==> src/rtl/pc_beat_unit.sv <==
// Four-beat instruction sequencer with program counter, jump load and retired-instruction counter.
// Every output comes from a register, so no input reaches an output combinationally.
module pc_beat_unit (
  input  logic        clk,
  input  logic        rst,
  input  logic        start,
  input  logic        halt,
  input  logic        PC_jump_en,
  input  logic [15:0] PC_jump_data,
  output logic        T0,
  output logic        T1,
  output logic        T2,
  output logic        T3,
  output logic [15:0] PC,
  output logic        PC_jump_ack,
  output logic        running,
  output logic [15:0] instr_cnt
);

  typedef enum logic [2:0] {
    IDLE = 3'd0,
    B0   = 3'd1,
    B1   = 3'd2,
    B2   = 3'd3,
    B3   = 3'd4
  } state_t;

  state_t      r_state;
  state_t      w_state_nxt;
  logic [3:0]  w_beat_nxt;
  logic        w_jump_take;

  logic [3:0]  r_beat;
  logic        r_running;
  logic        r_jump_ack;
  logic [15:0] r_pc;
  logic [15:0] r_instr_cnt;

  // The jump request is only honoured on the write-back beat.
  assign w_jump_take = (r_state == B3) && PC_jump_en;

  // Next-state decode plus the beat strobes that the next state will show.
  always_comb begin
    w_state_nxt = r_state;
    w_beat_nxt  = 4'b0000;
    case (r_state)
      IDLE: begin
        if (start) begin
          w_state_nxt = B0;
        end else begin
          w_state_nxt = IDLE;
        end
      end
      B0:      w_state_nxt = B1;
      B1:      w_state_nxt = B2;
      B2:      w_state_nxt = B3;
      B3: begin
        if (halt) begin
          w_state_nxt = IDLE;
        end else begin
          w_state_nxt = B0;
        end
      end
      default: w_state_nxt = IDLE;
    endcase
    case (w_state_nxt)
      B0:      w_beat_nxt = 4'b0001;
      B1:      w_beat_nxt = 4'b0010;
      B2:      w_beat_nxt = 4'b0100;
      B3:      w_beat_nxt = 4'b1000;
      default: w_beat_nxt = 4'b0000;
    endcase
  end

  // State register.
  always_ff @(posedge clk) begin
    if (rst) begin
      r_state <= IDLE;
    end else begin
      r_state <= w_state_nxt;
    end
  end

  // Registered strobes, PC, jump acknowledge and instruction counter.
  always_ff @(posedge clk) begin
    if (rst) begin
      r_beat      <= 4'b0000;
      r_running   <= 1'b0;
      r_jump_ack  <= 1'b0;
      r_pc        <= 16'h0000;
      r_instr_cnt <= 16'h0000;
    end else begin
      r_beat     <= w_beat_nxt;
      r_running  <= (w_state_nxt != IDLE);
      r_jump_ack <= w_jump_take;
      // PC is the fetch address during B0 and advances as fetch completes.
      if (r_state == B0) begin
        r_pc <= r_pc + 16'd1;
      end else if (w_jump_take) begin
        r_pc <= PC_jump_data;
      end else begin
        r_pc <= r_pc;
      end
      if (r_state == B3) begin
        r_instr_cnt <= r_instr_cnt + 16'd1;
      end else begin
        r_instr_cnt <= r_instr_cnt;
      end
    end
  end

  assign T0          = r_beat[0];
  assign T1          = r_beat[1];
  assign T2          = r_beat[2];
  assign T3          = r_beat[3];
  assign running     = r_running;
  assign PC_jump_ack = r_jump_ack;
  assign PC          = r_pc;
  assign instr_cnt   = r_instr_cnt;

endmodule

==> config.mk <==
export PLATFORM = sky130hd
export DESIGN_NAME = pc_beat_unit
export DESIGN_NICKNAME = d
export VERILOG_FILES = /design/src/rtl/pc_beat_unit.sv
export SDC_FILE = /design/constraint.sdc
export NUM_CORES = 1
export LEC_CHECK = 0
export CORE_UTILIZATION = 46
export CTS_CLUSTER_DIAMETER = 150
export CTS_CLUSTER_SIZE = 40
export DETAILED_ROUTE_END_ITERATION = 8
export PLACE_DENSITY_LB_ADDON = 0.12
export SLEW_MARGIN = 20
export SYNTH_ARGS = -nofsm -noshare
export SYNTH_HDL_FRONTEND = slang
export SYNTH_SLANG_ARGS = --single-unit
export TNS_END_PERCENT = 20
==> constraint.sdc <==
create_clock -name clk -period 2.3 [get_ports clk]
set_input_delay 0.345 -clock clk [delete_from_list [all_inputs] [get_ports clk]]
set_output_delay 0.345 -clock clk [all_outputs]
set_load 0.02 [all_outputs]
==> summary.md <==
| Metric | Value |
|---|---|
| Sequential fraction of the synthesis area | `0.422` |
| Max IR drop VDD | `0.000448 V` |
| MaxCap Viol Count | `0` |
| Synth top area share | `0.422` |
| Top FF cell, synth | `dfxtp_1` |
| Total global-route track usage | `0.231` |
| CTS Hold Bufs | `0` |
| Share of cells above drive strength 1 | `0.0764` |
| Synthesis-stage register bit count | `41` |
| Die width | `67.0 um` |
| I/O Buffers | `58` |
| Asr flop ratio synth | `0` |
| Cell area power density | `532 nW/um^2` |
| Crit path required time | `2.52 ns` |
| CTS Sinks | `41` |
| Startpoint types | `register` |
| Setup TNS | `0 ns` |
| Largest net degree at the start of global routing | `26` |
| DPL Wire Length | `3360 um` |
| Worst path top cell family by delay | `simple AND/OR/NAND/NOR gates` |
| Setup violation total in the final timing report | `0` |
| Vias/cell | `5.67` |
| Fin nets | `311` |
| Outcome | `completed` |
| Syn nets | `250` |
| First-pass GRT wire length | `7810 um` |
| RSZ-0062 raised after global routing | `false` |
| DR vias | `1915` |
| N_diodes | `0` |
| Drt total wl | `4760 um` |
| Delay of the slowest cell on the worst path | `0.53 ns` |
| Crit path max fanout | `11` |
| I/O pins | `59` |
| Reg clk slew, reported paths | `0.07 ns` |
| Synth top area cells | `dfxtp_1 (42%), nand2_1 (5.2%), nor2_1 (4.8%), a21oi_1 (3.6%), xnor2_1 (3.6%)` |
| Part of the cycle the worst path needs | `0.837` |
| Data arrival, critical path | `2.15 ns` |
| Antenna violations before repair | `0` |
| CTS tree | `built` |
| # Post-CTS Setup Buffers | `0` |
| Fillers | `352` |
| CTS HTree Levels | `2` |
| DIE HEIGHT | `67.0 um` |
| Die Area | `4490 sq um` |
| Final antenna-violating net count | `0` |
| Slew of the pin with the lowest slew margin | `0.463 ns` |
| Synth warn | `0` |
| Max_slew headroom | `0.691` |
| Num CTS Buffers | `5` |
| Worst hold path class | `reg -> reg` |
| Hold Violations, Final | `0` |
| F_max | `0.519 GHz` |
| Root buffer cell | `clkbuf_8` |
| Synth top cells by count | `dfxtp_1 (41), nand2_1 (27), nor2_1 (25)` |
| Vias in the first global route | `1731` |
| Power, Total | `1.43 mW` |
| Synth Instances | `227` |
| Worst hold margin | `0.495 ns` |
| Kind of critical path | `reg -> reg` |
| Final Max Tran Viols | `0` |
| CORE AREA | `4030 sq um` |
| CTS resizes | `0` |
| Clock Latency Late Sink | `0.29 ns` |
| Mapped Area | `1940 sq um` |
| Count leader, synth | `dfxtp_1` |
| P_leak | `0.905 nW` |
| 1st-iter DRT viols | `254` |
| Tmin final | `1.93 ns` |
| Slowest cell on crit path | `or4_1` |
| Clock skew | `0.00535 ns` |
| Area Growth Syn to Fin | `38.3%` |
| GR Overflow Total | `0` |
| Cell taking the most area after synthesis | `dfxtp_1` |
| Drc violations | `0` |
| Pre-antenna DRT Iters | `4` |
| Count of cell types in the netlist | `42` |
| Post-synth EDFFs | `0` |
| Gpl congestion | `0.812` |
| WP buf/inv | `1` |
| FP Rows | `23` |
| Critical path capture point type | `register` |
| Initial cell density of the core | `0.482` |
| DR WL/cell | `14.1 um` |
| CP Cell Sequence | `buf_4 -> and4bb_1 -> nand3_1 -> or4_1 -> a21oi_1` |
| Syn avg cell area | `8.56 sq um` |
| Max Root-Sink Buffers | `2` |
[path summary, 6_finish.rpt]
check	from	end	slack [ns]	cells after the start
max	r_state[1]$_SDFF_PP0_	instr_cnt[15]$_SDFFE_PP0N_	0.37	5
min	instr_cnt[15]$_SDFFE_PP0N_	instr_cnt[15]$_SDFFE_PP0N_	0.50	2
max reg2reg	r_state[1]$_SDFF_PP0_	instr_cnt[15]$_SDFFE_PP0N_	0.37	5
min reg2reg	instr_cnt[15]$_SDFFE_PP0N_	instr_cnt[15]$_SDFFE_PP0N_	0.50	2
[layer usage]
| metal | share of wire | routed length, um | vias up | GRT usage |
|---|---|---|---|---|
| met2 | 0.47 | 2220 | 48 | 0.367 |
| met1 | 0.47 | 2210 | 901 | 0.298 |
| met4 | 0.014 | 67 | 0 | 0.0851 |
| li1 | - | - | 959 | - |
| met5 | 0 | 0 | - | 0 |
| met3 | 0.054 | 255 | 7 | 0.0548 |
[per-stage QoR]
step / instance area [sq um] / utilization / std cells / setup slack (ns)
after floorplan: 1940 / - / 227 / 0.453
after global placement: 2600 / 0.646 / 331 / 0.483
after detailed placement: 2600 / 0.646 / 331 / 0.397
after CTS: 2690 / 0.667 / 338 / 0.379
after global routing: 2690 / 0.667 / 338 / 0.255
final: 2690 / 0.667 / 338 / 0.374
[kinds of logic after synthesis]
logic type,after synthesis,share of synthesized area
muxes,3,0.0161
xor gates and xnor gates,13,0.0586
and+or+nand+nor,112,0.317
DFF,41,0.422
AOI/OAI and AO/OA,41,0.140
buffers and inverters,15,0.0322
adders and majority gates,2,0.0129
[worst min-delay path, stage by stage, from the launching register on]
cell and delay (ns):
dfxtp_1 0.32, o31ai_1 0.06, a21oi_1 0.06
[sequential cells by signal (all words and copies together) (netlist names)]
signal / cells
PC_jump_ack: 1
r_beat: 4
r_state: 3
instr_cnt: 16
PC: 16
running: 1
[area by class of cell]
type,count,area [sq um],area share
tap,50,62.6,0.0233
inverter,3,11.3,0.00419
multi-input combinational,171,1070,0.397
sequential,41,821,0.305
clock buffer,7,86.3,0.0321
timing repair buffer,66,641,0.238
[power breakdown]
group | leakage, nW | total (mW) | switching [mW] | internal (mW)
logic | 0.528 | 0.197 | 0.0917 | 0.105
registers | 0.332 | 0.756 | 0.0236 | 0.733
clock network | 0.0443 | 0.477 | 0.238 | 0.238
total | 0.905 | 1.43 | 0.354 | 1.08
[cell usage in the layout, fill, tap and decap left out, types with 5 or more instances in the layout]
cell type        netlist  layout
nor4_1                 6       6
clkdlybuf4s50_1        0      58
clkbuf_8               0       6
xnor2_1                8       8
buf_4                  0       8
nand3_1                9       9
o21ai_0                5       5
dfxtp_1               41      41
nor2_1                25      25
nand2_1               27      27
xor2_1                 5       5
a21oi_1               14      14
nor3_1                 8       8
nand4_1                6       6
Note: power is estimated with default switching activity, not from simulation.
